--- config.mk ---
export PLATFORM = sky130hd
export DESIGN_NAME = cpu_run_sequencer
export DESIGN_NICKNAME = d
export VERILOG_FILES = /design/src/rtl/cpu_pkg.sv /design/src/rtl/cpu_run_sequencer.sv
export SDC_FILE = /design/constraint.sdc
export NUM_CORES = 1
export LEC_CHECK = 0
export ABC_AREA = 1
export BUFFER_PORTS_ARGS = -buffer_cell sky130_fd_sc_hd__buf_4
export CELL_PAD_IN_SITES_DETAIL_PLACEMENT = 0
export CELL_PAD_IN_SITES_GLOBAL_PLACEMENT = 1
export CORE_MARGIN = 1.5
export CORE_UTILIZATION = 29
export CTS_CLUSTER_SIZE = 16
export DETAILED_ROUTE_END_ITERATION = 10
export GPL_TIMING_DRIVEN = 1
export PLACE_DENSITY = 0.8
export SLEW_MARGIN = 30
export SYNTH_ARGS = -nofsm -noshare
export SYNTH_HDL_FRONTEND = slang
export SYNTH_SLANG_ARGS = --single-unit
export TNS_END_PERCENT = 20
--- constraint.sdc ---
create_clock -name CLK -period 1.81 [get_ports CLK]
set_clock_uncertainty 0.2 [all_clocks]
set_input_delay 0.181 -clock CLK [delete_from_list [all_inputs] [get_ports CLK]]
set_output_delay 0.181 -clock CLK [all_outputs]
set_load 0.05 [all_outputs]
--- src/rtl/cpu_pkg.sv ---
// Shared definitions for the accumulator CPU: state encoding, halt opcode and bus widths.
// Also imported by the opcode controller, so keep the encoding stable.
package cpu_pkg;

    localparam int ADDR_W_DEF = 8;
    localparam int DATA_W_DEF = 8;

    localparam logic [3:0] OPC_HALT = 4'b1111;

    localparam logic [2:0] ST_IDLE   = 3'd0;
    localparam logic [2:0] ST_LOAD   = 3'd1;
    localparam logic [2:0] ST_FETCH  = 3'd2;
    localparam logic [2:0] ST_EXEC   = 3'd3;
    localparam logic [2:0] ST_HALTED = 3'd4;

    typedef enum logic [2:0] {
        S_IDLE   = ST_IDLE,
        S_LOAD   = ST_LOAD,
        S_FETCH  = ST_FETCH,
        S_EXEC   = ST_EXEC,
        S_HALTED = ST_HALTED
    } run_state_e;

endpackage

--- src/rtl/cpu_run_sequencer.sv ---
// Run-control sequencer: FETCH/EXEC enables, RUN/STEP/STOP handling, HALT detection
// and program-memory arbitration between the CPU and the external loader.
//
//  state  | meaning
//  IDLE   | waiting for load, run or step request
//  LOAD   | loader owns program memory
//  FETCH  | one-cycle FetchEn (LoadIR/IncPC)
//  EXEC   | one-cycle ExecEn; retire, halt, or stop decision
//  HALTED | HALT retired; only load_req or reset leaves
module cpu_run_sequencer
    import cpu_pkg::*;
#(
    parameter int         ADDR_W   = ADDR_W_DEF,
    parameter int         DATA_W   = DATA_W_DEF,
    parameter int         CNT_W    = 16,
    parameter logic [3:0] HALT_OPC = OPC_HALT
) (
    input  logic              CLK,
    input  logic              CLB,
    input  logic              run_req,
    input  logic              step_req,
    input  logic              stop_req,
    input  logic [3:0]        Opcode,
    input  logic              load_req,
    input  logic              load_valid,
    input  logic [ADDR_W-1:0] load_addr,
    input  logic [DATA_W-1:0] load_data,
    output logic              load_ready,
    output logic              MemSel,
    output logic              MemWE,
    output logic [ADDR_W-1:0] MemAddr,
    output logic [DATA_W-1:0] MemWData,
    output logic              FetchEn,
    output logic              ExecEn,
    output logic              Busy,
    output logic              Halted,
    output logic [CNT_W-1:0]  InstrCount
);

    run_state_e       state_q, state_d;
    logic             step_q,  step_d;
    logic [CNT_W-1:0] cnt_q,   cnt_d;

    always_ff @(posedge CLK or negedge CLB) begin
        if (!CLB) begin
            state_q <= S_IDLE;
            step_q  <= 1'b0;
            cnt_q   <= '0;
        end else begin
            state_q <= state_d;
            step_q  <= step_d;
            cnt_q   <= cnt_d;
        end
    end

    always_comb begin
        state_d    = state_q;
        step_d     = step_q;
        cnt_d      = cnt_q;
        load_ready = 1'b0;
        MemSel     = 1'b0;
        FetchEn    = 1'b0;
        ExecEn     = 1'b0;
        Busy       = 1'b0;
        Halted     = 1'b0;

        unique case (state_q)
            S_IDLE: begin
                if (load_req) begin
                    state_d = S_LOAD;
                end else if (run_req) begin
                    state_d = S_FETCH;
                    step_d  = 1'b0;
                end else if (step_req) begin
                    state_d = S_FETCH;
                    step_d  = 1'b1;
                end
            end
            S_LOAD: begin
                load_ready = 1'b1;
                MemSel     = 1'b1;
                if (!load_req) state_d = S_IDLE;
            end
            S_FETCH: begin
                FetchEn = 1'b1;
                Busy    = 1'b1;
                state_d = S_EXEC;
            end
            S_EXEC: begin
                ExecEn = 1'b1;
                Busy   = 1'b1;
                if (Opcode == HALT_OPC) begin
                    state_d = S_HALTED;
                end else begin
                    cnt_d   = cnt_q + CNT_W'(1);
                    state_d = (step_q || stop_req) ? S_IDLE : S_FETCH;
                end
            end
            S_HALTED: begin
                Halted = 1'b1;
                if (load_req) state_d = S_LOAD;
            end
            default: state_d = S_IDLE;
        endcase

        // The loader's write path is a pure mux so reset removes MemWE without a clock.
        MemWE    = MemSel & load_valid;
        MemAddr  = MemSel ? load_addr : '0;
        MemWData = MemSel ? load_data : '0;
    end

    assign InstrCount = cnt_q;

endmodule
# After elaboration in Yosys (flattened, before gate mapping)
# Index checks and enable logic that the tools add are counted.
# totals
output_inout_bits,39
ff_bits,20
wordCells,39
in_bits,27
# op_classes
n_reduce_logical,7
n_mux,17
addsub,1
eq_ne,8
bitwise,3
# ops
operator,count
$mux 3,6
$add 16x1->16 const B,1
$mux 8,2
$pmux 3 s5,1
$mux 1,7
$eq 3x2->1 const B,2
$reduce_and 3->1,2
$eq 4x4->1 const B,1
$ne 2x2->1 const B,2
$ne 4x4->1 const B,1
$eq 3x1->1 const B,1
$eq 3x3->1 const B,1
$logic_not 3->1,1
$mux 2,1
$not 1->1,2
$reduce_and 2->1,1
$reduce_bool 2->1,1
$reduce_or 2->1,1
$and 1x1->1,1
$logic_or 1x1->1,1

# Longest topological paths before layout
# Gate-level depths: netlist of the first run.
# logic_depth
ltp_word,4
ltp_mapped,8
mapped_depth_nobuf,8

# Worst setup path after synthesis of the first run
# OpenSTA, ideal clock, no wires.
# synth_timing
path_type,register -> output
startpoint,reg state_q[2]
endpoint,out MemAddr[4]
path_slack_ns,-0.819
path_buffers,1
t_required_ns,1.429
stages_incl_launch_ff,5
arrival_ns,2.248
path_cell_list,dfrtp_1 > nor3_2 > inv_2 > clkbuf_1 > nor2_1
# synth_between
elab_chain_len,3
# synth_lines
element,line,source
from (decl),cpu_run_sequencer.sv:40,"run_state_e state_q, state_d;"
from (signal assigned),cpu_run_sequencer.sv:50,state_q <= state_d;
$eq 3x1->1,cpu_run_sequencer.sv:67,unique case (state_q)
$mux 1,cpu_run_sequencer.sv:67,
via MemSel,cpu_run_sequencer.sv:29,"output logic MemSel,"
$mux 8,cpu_run_sequencer.sv:108,MemAddr = MemSel ? load_addr : '0;
to (decl),cpu_run_sequencer.sv:31,"output logic [ADDR_W-1:0] MemAddr,"
# The timed path passes the listed nets, and every way through them passes these cells.

# Worst setup path in the final report of the first run
# layout_timing
startpoint,reg state_q[0]
endpoint,out MemAddr[0]
# layout_between
elab_chain_len,3
# layout_lines
element,line
$eq 3x1->1,cpu_run_sequencer.sv:67
$mux 1,cpu_run_sequencer.sv:67
$mux 8,cpu_run_sequencer.sv:108
# No other way between the ends.

==> impl_metrics.csv, run 1 <==
group,metric,value,unit
outcome,outcome,"finished with violations",
outcome,violations,"negative setup slack",
power_and_ir_drop,vdd_ir_drop_max,0.000922,V
finish,final_cells,315,
floorplanning,dieArea,4700,um^2
power_and_ir_drop,leakage,0.00116,uW
drt,drt-initial-drc-count,39,
global_routing,grt-ovfl-total,0,
placement,dp_cells,302,
worst_setup_path,cp.required,1.43,ns
hold_path,hp-start,"load_req",
sta,setup_viol,4,
floorplanning,core_area,4060,um^2
worst_setup_path,path_class,"reg2out",
sta,rsz0062_at_grt,"yes",
drt,antenna_left,0,
drt,routedWlPerCell,11.0,um
cts,htreeDepth,1,
sta,fmax,547,MHz
drt,viasPerCell,4.44,
logic_synthesis,synth.distinct_cells,22,
sta,max_slew_margin,72.8,%
placement,placed_cell_area,1890,um^2
logic_synthesis,yosys_warnings,0,
worst_setup_path,crit_buf_inv,3,
cts,clk_path_buf_depth,2,
drt,via_count,1398,
hold_path,hold_path_class,"in2reg",
power_and_ir_drop,cellPowerDensity,1500,nW/um^2
worst_setup_path,cp.depth,5,
placement,pre_cts_ws,0.116,ns
finish,final_util,53.4,%
finish,fill_cells,408,
worst_setup_path,cp_cell_sequence,"inv_2 > nor3_4 > bufinv_16 > nor2_2 > buf_6",
floorplanning,io-pin-count,66,
worst_setup_path,r2r-start,"state_q[1]",
cts,clkSinkCount,20,
placement,hpwl,2570,um
floorplanning,start_util,30.7,%
logic_synthesis,synthesis.nets,216,
global_routing,grt_pass1_wl,5340,um
floorplanning,rows,23,
drt,drt_wl_total,3470,um
hold_path,hold_path_depth,4,
cts,numCtsBuffers,3,
worst_setup_path,r2r_cells,8,
sta,setup_tns,-0.0404,ns
logic_synthesis,yosys-top-cells-area,"dfrtp_1 (40%), nand2_1 (15%), inv_1 (11%)",
worst_setup_path,cp.arrival,1.45,ns
logic_synthesis,ys_ff_latch,20,
placement,io_buffers,65,
finish,n_antenna_cell,0,
sta,fin_crit_sh,101,%
worst_setup_path,max_stage_delay,0.37,ns
worst_setup_path,critPathLaunch,"state_q[0]",
finish,multi_input_area,692,um^2
drt,firstDrtPassIters,4,
placement,place.gp.congestion,0.798,
global_routing,grt.total_usage,15.0,%
sta,fin_ws,-0.0175,ns
cts,clockRootBuffer,"clkbuf_8",
floorplanning,die_x,68.6,um
sta,period_minus_slack,1.83,ns
sta,slew_violations,0,
cts,clkLatencyLatePin,0.27,ns
global_routing,grt_pass1_vias,1255,
worst_setup_path,crit_family,"buffers and inverters",
logic_synthesis,synth-seq-area-share,40.1,%
global_routing,antenna_found_initial,0,
cts,path_clk_slew,0.08,ns
logic_synthesis,synth_top_area_share,40.1,%
worst_setup_path,critPathCaptureType,"output port",
finish,syn_to_final_growth,73.7,%
floorplanning,die_h,68.6,um
logic_synthesis,synth_area_leader_cell,"dfrtp_1",
logic_synthesis,syn_avg_cell_area,6.64,um^2
drt,route.detailed.drc,0,
job,maxCapViolCount,0,
sta,hold_viol_final,0,
sta,worst_slew_pin_slew,0.407,ns
logic_synthesis,synthCells,188,
logic_synthesis,syn_area,1250,um^2
finish,finalNetCount,294,
worst_setup_path,worstSetupStartpointType,"flip-flop",
finish,layout-drive-gt1-share,39.2,%
finish,seq_area,500,um^2
cts,cts_tree,"done",
worst_setup_path,cp_max_fo,9,
worst_setup_path,crit_slowest_cell,"dfrtp_1",
finish,fin_area,2170,um^2
global_routing,grt_max_degree,21,
-- Yosys cell counts --
master	number
nor2_4	1
nor3_2	1
nand2_2	1
nand2_1	51
clkbuf_1	1
nand4_1	4
buf_4	1
inv_2	5
nor3_1	2
buf_6	1
a21oi_1	1
nor2_1	33
nand3b_1	1
and2_1	1
o21ai_1	3
xor2_1	3
nand3_1	15
dfrtp_1	20
xnor2_1	4
ha_1	1
o21ai_0	2
inv_1	36
-- layout by cell type, fill, tap and decap left out, types with 3 or more instances in the layout --
cell type / synthesis / routed
o21ai_1: 3 / 3
nand4_1: 4 / 4
inv_1: 36 / 35
nor2_4: 1 / 14
xnor2_1: 4 / 4
nand3_1: 15 / 15
buf_6: 1 / 15
buf_8: 0 / 3
xor2_1: 3 / 3
clkbuf_8: 0 / 3
inv_2: 5 / 5
nor2_1: 33 / 15
nand2_1: 51 / 51
buf_4: 1 / 54
dlygate4sd3_1: 0 / 3
dfrtp_1: 20 / 20
nor2_2: 0 / 5
-- worst paths after layout --
kind | end | slack, ns
min in group asynchronous | InstrCount[6] | 0.13
hold reg to reg | step_q | 0.31
hold / removal | state_q[2] | 0.04
max in group asynchronous | InstrCount[13] | 1.07
setup / recovery | MemAddr[0] | -0.02
setup reg to reg | InstrCount[9] | 0.15
-- cell type report --
cell class                      count  area share [%]
Multi-Input combinational cell    124            31.9
Timing Repair inverter              1           0.520
Timing Repair Buffer               75            30.0
Sequential cell                    20            23.1
Inverter                           41            8.31
Clock buffer                        3            1.91
Clock inverter                      1            1.39
Tap cell                           50            2.89
-- power breakdown --
part / internal, uW / total, uW / leakage (uW) / switching, uW
sequential: 545 / 653 / 0.000254 / 108
combinational: 773 / 2140 / 0.000867 / 1370
clock: 296 / 457 / 0.0000357 / 161
-- flip-flops by register name (all words and copies together), names as in the netlist --
name / flops
step_q: 1
InstrCount: 16
state_q: 3
-- cell families after synthesis --
kind of cell / share of synthesized area (%)
adders and majority gates: 1.00
xor gates and xnor gates: 4.91
buffers and inverters: 14.1
and+or+nand+nor: 37.4
DFF: 40.1
AOI/OAI and AO/OA: 2.41
-- repair_timing --
| item | CTS | global route |
|---|---|---|
| hold buffers | 3 | 0 |
| setup endpoints to repair | 17 | 21 |
| pin swaps | 0 | 2 |
| endpoints found under the hold margin | 22 | 0 |
| cloned | 1 | 0 |
| buffers inserted | 3 | 2 |
| gates resized for setup | 15 | 15 |
-- worst register-to-register path, cell delays in order, from the launching register on --
cell,delay (ns)
dfrtp_1,0.40
buf_4,0.15
nand3_1,0.13
nor2_4,0.30
nand2_4,0.11
inv_2,0.10
nand3_1,0.07
nand2_1,0.06
inv_1,0.04
-- metrics by stage --
step | power [uW] | hold slack (ns)
finish | 3250 | 0.0398
global route | 3420 | 0.0704
CTS | 3160 | 0.0301
detailed placement | 2490 | -0.122
global placement | 2490 | -0.124
floorplan | 2040 | -0.315
-- layer usage --
layer	routed length (um)	GRT usage, %	share of wire (%)
met1	1460	17.6	42
met2	1580	26.6	46
met3	381	3.57	11
met4	46	5.25	1.3
met5	0	0	0
(Power assumes the default switching activity.)
==> inputs of run 2 (changes only) <==
CAP_MARGIN = 20   (was unset)
CORE_UTILIZATION = 32   (was 29)
PLACE_DENSITY = 0.87   (was 0.8)
clock period = 2.37 ns   (was 1.81 ns; I/O delays follow)
==> impl_metrics.csv, run 2 (synthesized netlist as in run 1, its figures left out) <==
group,metric,value,unit
worst_setup_path,cp.required,1.93,ns
floorplanning,die_x,65.4,um
outcome,outcome,"finished clean",
global_routing,use_met2,26.9,%
placement,io_buffers,65,
hold_path,worstHoldEndpoint,"state_q[1]",
sta,period_minus_slack,1.95,ns
power_and_ir_drop,vdd_ir_drop_max,0.000750,V
placement,place.gp.congestion,0.751,
floorplanning,rows,22,
power_and_ir_drop,p_total,2100,uW
drt,routedWlPerCell,10.3,um
cts,clk_path_buf_depth,2,
global_routing,grt-ovfl-total,0,
drt,antenna_left,0,
cts,cts_setup_buffers,0,
sta,fin_crit_sh,82.1,%
cts,htreeDepth,1,
finish,final_cells,304,
global_routing,grt_pass1_wl,5250,um
finish,finalNetCount,285,
drt,viasPerCell,4.37,
worst_setup_path,path_class,"reg2out",
hold_path,hp-start,"stop_req",
finish,mostFrequentLayoutCells,"buf_4 (65), nand2_1 (51), inv_1 (36), nor2_1 (33), dfrtp_1 (20)",
global_routing,antenna_found_initial,0,
sta,setup_tns,0,ns
drt,drt_wl_total,3130,um
global_routing,use_met1,18.3,%
cts,cts_tree,"done",
worst_setup_path,cp_max_fo,17,
cts,numCtsBuffers,3,
drt,firstDrtPassIters,4,
finish,n_antenna_cell,0,
global_routing,grtUsageMet3,3.77,%
sta,hold_viol_final,0,
sta,slew_violations,0,
sta,worst_slew_pin_slew,0.344,ns
cts,clkSinkCount,20,
cts,clkLatencyLatePin,0.25,ns
worst_setup_path,r2r_end,"InstrCount[11]",
sta,fmax,514,MHz
job,maxCapViolCount,0,
floorplanning,start_util,33.8,%
hold_path,hold_path_class,"in2reg",
floorplanning,die_h,65.4,um
cts,path_clk_slew,0.08,ns
global_routing,grt_max_degree,21,
finish,largest_reg_flops,16,
drt,drt-initial-drc-count,26,
sta,setup_viol,0,
worst_setup_path,r2r_cells,8,
hold_path,hold_path_depth,4,
global_routing,grt.total_usage,15.3,%
sta,rsz0062_at_grt,"no",
power_and_ir_drop,cellPowerDensity,1120,nW/um^2
floorplanning,core_area,3690,um^2
worst_setup_path,worstSetupStartpointType,"flip-flop",
sta,max_slew_margin,77.0,%
finish,layout-drive-gt1-share,30.1,%
worst_setup_path,critPathCaptureType,"output port",
cts,clockRootBuffer,"clkbuf_8",
floorplanning,dieArea,4280,um^2
drt,route.detailed.drc,0,
placement,dp_cells,298,
floorplanning,io-pin-count,66,
worst_setup_path,cp.arrival,1.51,ns
finish,final_common_cell,"buf_4",
global_routing,grt_pass1_vias,1263,
worst_setup_path,r2r_slack,0.64,ns
placement,hpwl,2480,um
power_and_ir_drop,leakage,0.00106,uW
global_routing,top_usage_layer,"met2",
drt,via_count,1327,
finish,syn_to_final_growth,49.9,%
worst_setup_path,r2r-start,"state_q[2]",
==> run 2: cell count changes in the layout (fill, tap and decap cells not counted), moves of 3 or more <==
cell / change
nor2_4: -13
buf_4: +11
buf_8: -3
buf_6: -15
nor2_2: -5
nor2_1: +18
==> run 2: final cells by class <==
class	instances	area, um^2
clock buffers	3	41.3
flip-flops and latches	20	500
inverters	41	154
well taps	48	60.1
repair buffers	67	508
fillers	377	1820
multi-input cells	124	577
clock inverters	1	30.0
==> run 2: power breakdown <==
group          internal [uW]  total (uW)  leakage [uW]  switching, uW
combinational            355        1260      0.000774            903
sequential               416         504      0.000254           88.0
clock                    225         339     0.0000357            114
==> run 2: worst max path at each step <==
stage	endpoint	startpoint	cells after the start
final	MemAddr[6]	state_q[2]	4
after global routing	MemAddr[7]	state_q[2]	4
after CTS	MemAddr[6]	state_q[2]	4
after detailed placement	InstrCount[15]	state_q[2]	8
after global placement	InstrCount[9]	state_q[2]	8
after floorplan	MemAddr[4]	state_q[2]	4
==> run 2: worst max-delay path, cell delays in order, from the launching register on <==
cell and delay (ns):
dfrtp_1 0.44, nor3_4 0.30, inv_2 0.18, nor2_1 0.13, buf_4 0.21
==> run 2: metal layers <==
metal | vias up | wire, um
li1 | 695 | -
met1 | 575 | 1420
met2 | 55 | 1350
met3 | 2 | 345
met4 | 0 | 19
met5 | - | 0
==> run 2: metrics by stage <==
stage / util (%) / setup WS, ns / instance area, um^2 / hold slack, ns
finish: 50.7 / 0.425 / 1870 / 0.0426
global placement: 48.2 / 0.695 / 1780 / -0.0641
floorplan: - / -0.0655 / 1250 / -0.259
CTS: 50.7 / 0.390 / 1870 / 0.0453
detailed placement: 48.2 / 0.648 / 1780 / -0.0626
global route: 50.7 / 0.286 / 1870 / 0.0613
==> run 2: timing repair <==
action	4_1_cts	5_1_grt
endpoints found under the hold margin	21	0
resized for setup	0	0
hold buffers	2	0
